===== config.mk =====
export PLATFORM = sky130hd
export DESIGN_NAME = rr_mux_arb
export DESIGN_NICKNAME = d
export VERILOG_FILES = /design/src/rtl/rr_mux_arb.sv
export SDC_FILE = /design/constraint.sdc
export NUM_CORES = 1
export LEC_CHECK = 0
export CAP_MARGIN = 10
export CORE_UTILIZATION = 35
export DETAILED_ROUTE_END_ITERATION = 8
export GPL_ROUTABILITY_DRIVEN = 0
export PLACE_DENSITY_LB_ADDON = 0.08
export SLEW_MARGIN = 5
export SYNTH_ARGS = -nofsm -noshare
export SYNTH_HDL_FRONTEND = slang
export SYNTH_SLANG_ARGS = --single-unit

===== constraint.sdc =====
create_clock -name clk -period 4.1 [get_ports clk]
set_clock_uncertainty 0.2 [all_clocks]
set_input_delay 0.82 -clock clk [delete_from_list [all_inputs] [get_ports clk]]
set_output_delay 0.82 -clock clk [all_outputs]
set_load 0.1 [all_outputs]

===== src/rtl/rr_mux_arb.sv =====
// Registered N-to-1 mux: manual or round-robin grant into a one-entry output register.
// Optional macro RR_MUX_ARB_HIZ_EN tri-states y while en=0; otherwise y is driven to zero.
module rr_mux_arb #(
    parameter int W = 3,
    parameter int N = 4
) (
    input  logic                       clk,
    input  logic                       rst,
    input  logic                       en,
    input  logic                       mode,
    input  logic [$clog2(N)-1:0]       se,
    input  logic [N*W-1:0]             in_data,
    input  logic [N-1:0]               in_valid,
    output logic [N-1:0]               in_ready,
    output logic [W-1:0]               y,
    output logic                       y_valid,
    input  logic                       y_ready,
    output logic [$clog2(N)-1:0]       y_src
);
    localparam int SW = $clog2(N);

    logic [W-1:0]  data_q;
    logic          full_q;
    logic [SW-1:0] src_q;
    logic [SW-1:0] ptr_q;

    logic          load;
    logic          grant_valid;
    logic [SW-1:0] grant_idx;
    logic [SW-1:0] rr_idx;
    logic [W-1:0]  sel_data;
    logic          xfer;

    // Handshake: channel g transfers when in_valid[g] & in_ready[g]; the consumer
    // takes y when y_valid & y_ready. in_ready is one-hot or zero and may be
    // raised combinationally from y_ready, so the register refills as it drains.
    assign load = en & (~full_q | y_ready);

    always_comb begin
        grant_valid = 1'b0;
        grant_idx   = '0;
        rr_idx      = '0;
        if (mode) begin
            if (int'(se) < N && in_valid[se]) begin
                grant_valid = 1'b1;
                grant_idx   = se;
            end
        end else begin
            // Walk offsets from the far end so the offset nearest ptr_q wins.
            for (int k = N - 1; k >= 0; k--) begin
                rr_idx = SW'((int'(ptr_q) + k) % N);
                if (in_valid[rr_idx]) begin
                    grant_valid = 1'b1;
                    grant_idx   = rr_idx;
                end
            end
        end
    end

    always_comb begin
        sel_data = '0;
        for (int i = 0; i < N; i++) begin
            if (grant_idx == SW'(i)) sel_data = in_data[i*W +: W];
        end
    end

    assign xfer = load & grant_valid;

    always_comb begin
        in_ready = '0;
        if (xfer) in_ready[grant_idx] = 1'b1;
    end

    always_ff @(posedge clk) begin
        if (rst) begin
            data_q <= '0;
            full_q <= 1'b0;
            src_q  <= '0;
            ptr_q  <= '0;
        end else if (xfer) begin
            data_q <= sel_data;
            src_q  <= grant_idx;
            full_q <= 1'b1;
            if (!mode) ptr_q <= SW'((int'(grant_idx) + 1) % N);
        end else if (en & full_q & y_ready) begin
            full_q <= 1'b0;
        end
    end

    assign y_valid = en & full_q;
    assign y_src   = src_q;

`ifdef RR_MUX_ARB_HIZ_EN
    assign y = en ? data_q : {W{1'bz}};
`else
    assign y = en ? data_q : {W{1'b0}};
`endif

endmodule


# After elaboration in Yosys (flattened, before gate mapping)
# Index checks and enable logic that the tools add are counted.
# word_totals
elab_cells	61
reg_bits	8
output_inout_bits	10
# op_classes
muxes	32
eq_ne	3
reduce_logical	4
n_bitwise	7
n_addsub	4
n_lt_le_gt_ge	7
# op_table
cell	n
$lt A2 B3 Y1 const B	6
$mux W3	5
$mux W1	14
$mux W2	6
$bmux W1 S2	5
$add A2 B1 Y2 const B	2
$add A2 B2 Y2 const B	2
$and A1 B1 Y1	4
$eq A2 B2 Y1 const B	2
$mux W4	1
$demux W1 S2	1
$eq A2 B1 Y1 const B	1
$ge A2 B1 Y1 const B	1
$logic_not A2 Y1	1
$not A1 Y1	2
$reduce_and A2 Y1	1
$reduce_bool A2 Y1	1
$logic_and A1 B1 Y1	1
$or A1 B1 Y1	1

# Logic depth before layout (Yosys ltp)
# Gate-level depths: netlist of the first run.
# logic_depth
ltp_word	13
ltp_mapped	10

# Worst setup path after synthesis of the first run
# OpenSTA, ideal clock, no wires.
# synth_timing
path_kind	input to output
start	input port in_valid[3]
end	output port in_ready[0]
required_ns	3.080
n_path_buf	0
setup_slack_ns	0.736
t_arrival_ns	2.344
path_stages	4
cell_sequence	or4_4 -> a222oi_1 -> nor2_1 -> and2_2
# synth_via
elab_chain_cells	12
elab_cells_between_ends	29
classes_between	order compare (2); mux (25); bitwise (1); reduce/logical (1)
# synth_rtl
item	line	rtl
from (decl)	13	input logic [N-1:0] in_valid,
$bmux W1 S2	52	if (in_valid[rr_idx]) begin
$mux W1 (implied by the code)	52	
$mux W2 (4 in series)	52	
$mux W2	43	if (mode) begin
$lt A2 B3 Y1 (implied by the code) / $ge A2 B1 Y1 (equally long branches)	71	if (xfer) in_ready[grant_idx] = 1'b1;
$logic_and A1 B1 Y1 (implied by the code)	71	
$mux W1 (implied by the code)	71	
$demux W1 S2	71	
$mux W4 *	71	
to (decl)	14	output logic [N-1:0] in_ready,
# Every way passes the cells marked *; elsewhere a longest branch is shown, timed or not. The select of a mux whose other input is x is not followed.

# Worst setup path in the final report of the first run
# Ends and elaborated chain as after synthesis.

==> results of run 1 <==
-- cell families (layout without fill, tap and decap cells) --
family	after synthesis	in the layout	synth area share [%]
simple gates	38	38	30.9
flops	8	8	21.1
fa+ha+maj	4	4	6.58
compound gates	28	28	28.0
mux	5	5	6.91
buf+inv	13	47	6.58
-- per-layer routing --
metal  vias to the layer above  track usage, %  routed length (µm)
met4                         0            4.41                   0
li1                        424               -                   -
met1                       377            21.8                 926
met3                         0            6.29                 101
met2                        24            31.0                 891
met5                         -               0                   0
-- registers in the layout, summed over array words and instances, names as in the netlist --
register  count
data_q        3
full_q        1
ptr_q         2
y_src         2
-- final cells by class --
class                           count  area, µm²
Clock buffer                        3       22.5
Fill cell                         185        836
Inverter                           11       41.3
Multi-Input combinational cell     75        551
Sequential cell                     8        160
Tap cell                           27       33.8
Timing Repair Buffer               33        358
-- power groups by stage --
stage          clock (mW)  sequential (mW)  combinational (mW)
2_1_floorplan           0            0.102              0.0868
3_3_place_gp            0           0.0915               0.151
3_5_place_dp            0           0.0914               0.151
4_1_cts            0.0594           0.0900               0.152
5_1_grt            0.0649           0.0915               0.163
6_report           0.0570           0.0899               0.151
-- cell usage after synthesis --
| library cell | n |
|---|---|
| sky130_fd_sc_hd__inv_1 | 11 |
| sky130_fd_sc_hd__dfxtp_1 | 8 |
| sky130_fd_sc_hd__a21oi_1 | 7 |
| sky130_fd_sc_hd__nand2_1 | 6 |
| sky130_fd_sc_hd__nor2_1 | 6 |
| sky130_fd_sc_hd__and2_1 | 5 |
| sky130_fd_sc_hd__nand2b_1 | 5 |
| sky130_fd_sc_hd__a211oi_1 | 4 |
| sky130_fd_sc_hd__a221oi_1 | 4 |
| sky130_fd_sc_hd__and2_2 | 4 |
| sky130_fd_sc_hd__ha_1 | 4 |
| sky130_fd_sc_hd__a2111oi_0 | 3 |
| sky130_fd_sc_hd__mux2i_1 | 3 |
| sky130_fd_sc_hd__nand3b_1 | 3 |
| sky130_fd_sc_hd__mux2_2 | 2 |
| sky130_fd_sc_hd__o21ai_0 | 2 |
| sky130_fd_sc_hd__a211o_1 | 1 |
| sky130_fd_sc_hd__a211oi_2 | 1 |
| sky130_fd_sc_hd__a222oi_1 | 1 |
| sky130_fd_sc_hd__a22oi_1 | 1 |
| sky130_fd_sc_hd__a311oi_1 | 1 |
| sky130_fd_sc_hd__and2b_1 | 1 |
| sky130_fd_sc_hd__and3b_2 | 1 |
| sky130_fd_sc_hd__and4_2 | 1 |
| sky130_fd_sc_hd__and4b_1 | 1 |
| sky130_fd_sc_hd__clkbuf_1 | 1 |
| sky130_fd_sc_hd__clkbuf_2 | 1 |
| sky130_fd_sc_hd__nor2b_1 | 1 |
| sky130_fd_sc_hd__nor3b_1 | 1 |
| sky130_fd_sc_hd__nor4_1 | 1 |
| sky130_fd_sc_hd__o21ba_2 | 1 |
| sky130_fd_sc_hd__o31a_1 | 1 |
| sky130_fd_sc_hd__o32a_1 | 1 |
| sky130_fd_sc_hd__or2_2 | 1 |
| sky130_fd_sc_hd__or4_4 | 1 |
-- layout by cell type (no fill, tap or decap), types with 4 or more instances in the layout --
master / n
sky130_fd_sc_hd__dfxtp_1: 8
sky130_fd_sc_hd__a221oi_1: 4
sky130_fd_sc_hd__buf_12: 4
sky130_fd_sc_hd__and2_1: 5
sky130_fd_sc_hd__and2_2: 4
sky130_fd_sc_hd__a21oi_1: 7
sky130_fd_sc_hd__ha_1: 4
sky130_fd_sc_hd__nand2_1: 6
sky130_fd_sc_hd__clkdlybuf4s50_1: 24
sky130_fd_sc_hd__buf_4: 5
sky130_fd_sc_hd__inv_1: 11
sky130_fd_sc_hd__nor2_1: 6
sky130_fd_sc_hd__nand2b_1: 5
sky130_fd_sc_hd__a211oi_1: 4
-- final timing paths --
path,startpoint,end,depth (start not counted)
worst min-delay path,data_q[0],data_q[0],2
worst min register to register,data_q[0],data_q[0],2
worst max-delay path,in_valid[3],in_ready[0],6
worst max register to register,ptr_q[1],data_q[0],9
-- critical path, stage by stage --
cell and delay [ps]:
sky130_fd_sc_hd__clkdlybuf4s50_1 540, sky130_fd_sc_hd__or4_4 600, sky130_fd_sc_hd__a222oi_1 340, sky130_fd_sc_hd__nor2_1 170
sky130_fd_sc_hd__and2_2 250, sky130_fd_sc_hd__buf_12 160
-- per-stage QoR --
step                power [mW]  area (µm²)  util [%]  cells
floorplan                0.189         761         -     96
global placement         0.242        1140      57.1    154
detailed placement       0.243        1140      57.1    154
CTS                      0.301        1170      58.3    157
global route             0.319        1170      58.3    157
finish                   0.298        1170      58.3    157
==> impl_metrics.yaml, run 1 <==
status:
  outcome: "finished, final reports clean"
layout:
  num_antenna_cells: 0
  post_route_cells_drive_above_1_share_pct: 18.5
  layout.nets: 159
  flow.area_growth_from_synthesis_pct: 53.3
timing:
  setup_viol: 0
  post_route_clock_period_utilization_pct: 95.0
  totalNegativeSetupSlack_ps: 0
  grt_setup_unrepaired: "false"
  slew_headroom_pct: 35.0
  final-max-slew-violation-count: 0
  min_period_ps: 3890
  final.setup.worst_slack_ps: 205
  tightestPinTransition_ps: 972
  number_of_endpoints_with_negative_hold_slack_in_the_final_report: 0
  timing.fmax_ghz: 0.257
  timing.hold.ws_ps: 252
power_and_ir_drop:
  peak_supply_drop_mv: 0.179
  clock_power_share_pct: 19.1
  pwr-share-comb_pct: 50.7
  power.share.switching_pct: 39.0
  p_sw_mw: 0.116
  p_int_mw: 0.182
  total_leakage_power_nw: 0.479
  power_per_cell_area_nw_per_um2: 256
  p_seq_share_pct: 30.2
cts:
  post-cts-setup-buffers: 0
  clk-insertion-delay-late_ps: 240
  cts_tree: "built"
  postCtsResizedCells: 0
  postCtsHoldBufs: 0
  ctsLongestPathBuffers: 2
  numCtsBuffers: 3
  clkSlewWorstSetupHoldPaths_ps: 50
  cts.sinks: 8
  h_tree_depth: 1
  clock_tree.root_cell: "sky130_fd_sc_hd__clkbuf_4"
grt:
  globalRouteTotalUtil_pct: 18.2
  antenna_found_initial: 0
  global_route.overflow_total: 0
  grt_max_degree: 11
  grt_first_pass_wirelength_um: 3400
  grt_pass1_vias: 769
synth:
  yosys_register_bits: 8
  post_synth.cell_area_avg_um2: 7.92
  post_synth_instance_area_um2: 761
  postSynthCellCount: 96
  synth_top_area_share_pct: 21.1
  synth_cell_types: 35
  ys_top_cells_by_area: "sky130_fd_sc_hd__dfxtp_1 (21%), sky130_fd_sc_hd__ha_1 (6.6%), sky130_fd_sc_hd__inv_1 (5.4%)"
  synth_sequential_area_ratio_pct: 21.1
  yosysWarningCount: 0
  biggest_area_consumer_among_synthesized_cells: "sky130_fd_sc_hd__dfxtp_1"
  synthesis.nets: 123
worst_setup_path:
  critical_path_required_ps: 3080
  wp_data_arrival_ps: 2870
  cp-start-kind: "primary input"
  crit_path_end_kind: "primary output"
  critical_path_peak_fanout: 9
  reg2reg_setup_slack_ps: 1520
  type_of_the_worst_setup_path: "primary input to primary output"
detailed_routing:
  via_count: 825
  drt-initial-drc-count: 10
  post-route-drc-count: 0
  route.detailed.wl_per_inst_um: 12.2
  drt.antenna.violating_nets: 0
  viasPerCell: 5.25
  finalWirelength_um: 1920
  drt_pass1_iterations: 4
floorplan:
  fp.dieArea_um2: 2360
  core_region_area_um2: 2000
  die_width_um: 48.6
  floorplan.initialDensity_pct: 38.0
  die-height_um: 48.6
  pin_count: 33
  rows: 16
placement:
  port-buffer-count: 32
  dpl_worst_slack_ps: 227
  dp_hpwl_um: 1500
hold_path:
  min_path_type: "register to register"
job:
  drv_cap: 0
(Power assumes the default switching activity.)
==> run 2, diff against run 1 <==
- ABC_AREA: default -> 1
- SKIP_LAST_GASP: default -> 1
- SLEW_MARGIN: 5 -> 20
==> impl_metrics.yaml, run 2 <==
synth:
  post_synth.cell_area_avg_um2: 5.53
  biggest_area_consumer_among_synthesized_cells: "sky130_fd_sc_hd__nand2_1"
  synth-xor-area-share_pct: 0
  synthesis.nets: 170
  yosys_register_bits: 8
  leading_cell_type_by_number_of_instances_after_synthesis: "sky130_fd_sc_hd__nand2_1"
  yosys-mux-area-fraction_pct: 0
  post_synth_instance_area_um2: 791
  synth_flop_cell: "sky130_fd_sc_hd__dfxtp_1"
  main_combinational_cell_family_by_area_after_synthesis: "simple AND/OR/NAND/NOR gates"
  asyncSetResetFlopFracSynth_pct: 0
  synth_top_cells_by_count: "sky130_fd_sc_hd__nand2_1 (49), sky130_fd_sc_hd__inv_1 (26), sky130_fd_sc_hd__a21oi_1 (12), sky130_fd_sc_hd__nand3_1 (12), sky130_fd_sc_hd__nor2_1 (10)"
  synthAdderAreaFrac_pct: 6.33
  synth_sequential_area_ratio_pct: 20.3
  postSynthCellCount: 143
  synth-simple-area-share_pct: 44.5
  synth_top_area_share_pct: 23.3
  yosysWarningCount: 0
  share_of_the_synthesized_area_in_compound_gates_ao_oa_aoi_oai_pct: 14.7
  ys_top_cells_by_area: "sky130_fd_sc_hd__nand2_1 (23%), sky130_fd_sc_hd__dfxtp_1 (20%), sky130_fd_sc_hd__inv_1 (12%)"
  synth_cell_types: 17
  synth_enable_flop_cells: 0
floorplan:
  floorplan.initialDensity_pct: 38.7
  fp.dieArea_um2: 2450
  core_region_area_um2: 2040
  pin_count: 33
  die-height_um: 49.5
  rows: 16
  die_width_um: 49.5
worst_setup_path:
  reg2reg_setup_slack_ps: 1580
  most_frequent_cell_on_critical_path: "sky130_fd_sc_hd__nand2_1"
  crit_path_end_kind: "primary output"
  worstReg2RegEnd: "data_q[0]"
  cp_peak_stage_delay_ps: 480
  timing.critical_path.slowest_stage_cell: "sky130_fd_sc_hd__clkdlybuf4s50_1"
  crit-reg2reg-launch: "ptr_q[0]"
  type_of_the_worst_setup_path: "primary input to primary output"
  crit_path_cell_trace: "clkdlybuf4s50_1, inv_1, nand2_1, nand3_1, nand2_1, nand3_2, a21oi_1, nand2_1, nand2_1, ha_1, inv_1, nor2_1, buf_12"
  critical_path_peak_fanout: 4
  wp_data_arrival_ps: 2830
  critical_path_required_ps: 3080
  worst_setup_path_start: "in_valid[1]"
  cp-start-kind: "primary input"
  critical_path_buf_inv_count: 4
  worstRegToRegCells: 17
  critPathTopFamily: "buffers and inverters"
power_and_ir_drop:
  total_leakage_power_nw: 0.622
  peak_supply_drop_mv: 0.214
  report.power.total_mw: 0.346
  power_per_cell_area_nw_per_um2: 291
timing:
  totalNegativeSetupSlack_ps: 0
  slew_headroom_pct: 35.3
  number_of_endpoints_with_negative_hold_slack_in_the_final_report: 0
  grt_setup_unrepaired: "false"
  min_period_ps: 3850
  timing.hold.ws_ps: 272
  final-max-slew-violation-count: 0
  post_route_clock_period_utilization_pct: 94.0
  final.setup.worst_slack_ps: 246
  tightestPinTransition_ps: 968
  timing.fmax_ghz: 0.259
  setup_viol: 0
layout:
  layout.cells.most_common_list: "sky130_fd_sc_hd__nand2_1 (49), sky130_fd_sc_hd__inv_1 (26), sky130_fd_sc_hd__clkdlybuf4s50_1 (24)"
  layoutNonFillerInstCount: 204
  largest_register: "data_q"
  post-route-cell-area_um2: 1190
  largest_reg_flops: 3
  post-route-util_pct: 58.4
  layout_commonest_cell: "sky130_fd_sc_hd__nand2_1"
  flow.area_growth_from_synthesis_pct: 50.8
  layout.nets: 206
  num_antenna_cells: 0
  post_route_cells_drive_above_1_share_pct: 11.9
cts:
  postCtsHoldBufs: 0
  clkSlewWorstSetupHoldPaths_ps: 50
  cts.sinks: 8
  post-cts-setup-buffers: 0
  cts_tree: "built"
  h_tree_depth: 1
  postCtsResizedCells: 0
  clock_tree.root_cell: "sky130_fd_sc_hd__clkbuf_4"
  ctsLongestPathBuffers: 2
  clk-insertion-delay-late_ps: 250
  numCtsBuffers: 3
detailed_routing:
  drt_pass1_iterations: 4
  route.detailed.wl_per_inst_um: 9.71
  finalWirelength_um: 1980
  via_count: 971
  drt.antenna.violating_nets: 0
  viasPerCell: 4.76
  drt-initial-drc-count: 21
  post-route-drc-count: 0
hold_path:
  min_path_type: "register to register"
  timing.hold.worst_path_depth: 2
  min_delay_worst_endpoint: "data_q[2]"
  worstHoldStart: "data_q[2]"
grt:
  groute.layer.met2.usage_pct: 27.5
  grt_max_degree: 12
  grt_first_pass_wirelength_um: 3430
  global_route.overflow_total: 0
  global_route_track_usage_on_met3_pct: 2.78
  antenna_found_initial: 0
  globalRoute.busiestLayer: "met2"
  grt_use_met1_pct: 24.2
  globalRouteTotalUtil_pct: 17.9
  grt_pass1_vias: 841
placement:
  dp_hpwl_um: 1610
  post-place-cells: 201
  port-buffer-count: 32
  placed_area_um2: 1170
  dpl_worst_slack_ps: 250
job:
  drv_cap: 0
status:
  outcome: "finished, final reports clean"
-- run 2: logic make-up after synthesis --
group                      count (synthesis)
AOI/OAI and AO/OA                         23
adders and majority gates                  4
buffers and inverters                     28
DFF                                        8
and+or+nand+nor                           80
-- run 2: report_power, final --
part	total, mW	switching, mW	internal, mW	leakage, nW
registers	0.0916	0.00586	0.0858	0.0658
clock network	0.0580	0.0246	0.0333	0.0138
logic	0.197	0.126	0.0705	0.543
-- run 2: layout make-up --
cell class                 count  area (µm²)
timing repair buffer          32         350
inverter                      27         101
clock buffer                   3        22.5
sequential                     8         160
multi-input combinational    107         524
fill                         213         850
tap                           27        33.8
-- run 2: worst max-delay path by stage --
| stage | cells past startpoint | end |
|---|---|---|
| 2_1_floorplan | 11 | in_ready[3] |
| 6_report | 13 | in_ready[1] |
| 4_1_cts | 13 | in_ready[1] |
| 3_5_place_dp | 13 | in_ready[1] |
| 5_1_grt | 15 | in_ready[1] |
| 3_3_place_gp | 13 | in_ready[3] |
-- run 2: per-layer routing --
metal / up-vias / wire [µm]
met1: 413 / 968
met2: 33 / 848
met4: 0 / 25
met3: 4 / 138
li1: 521 / -
met5: - / 0
-- run 2: worst reg2reg max path: cells and delay by family (launching register included) --
kind            cells  cell delay (ps)
compound gates      3              370
fa+ha+maj           1              260
buf+inv             2              240
flops               1              490
simple gates       11              890
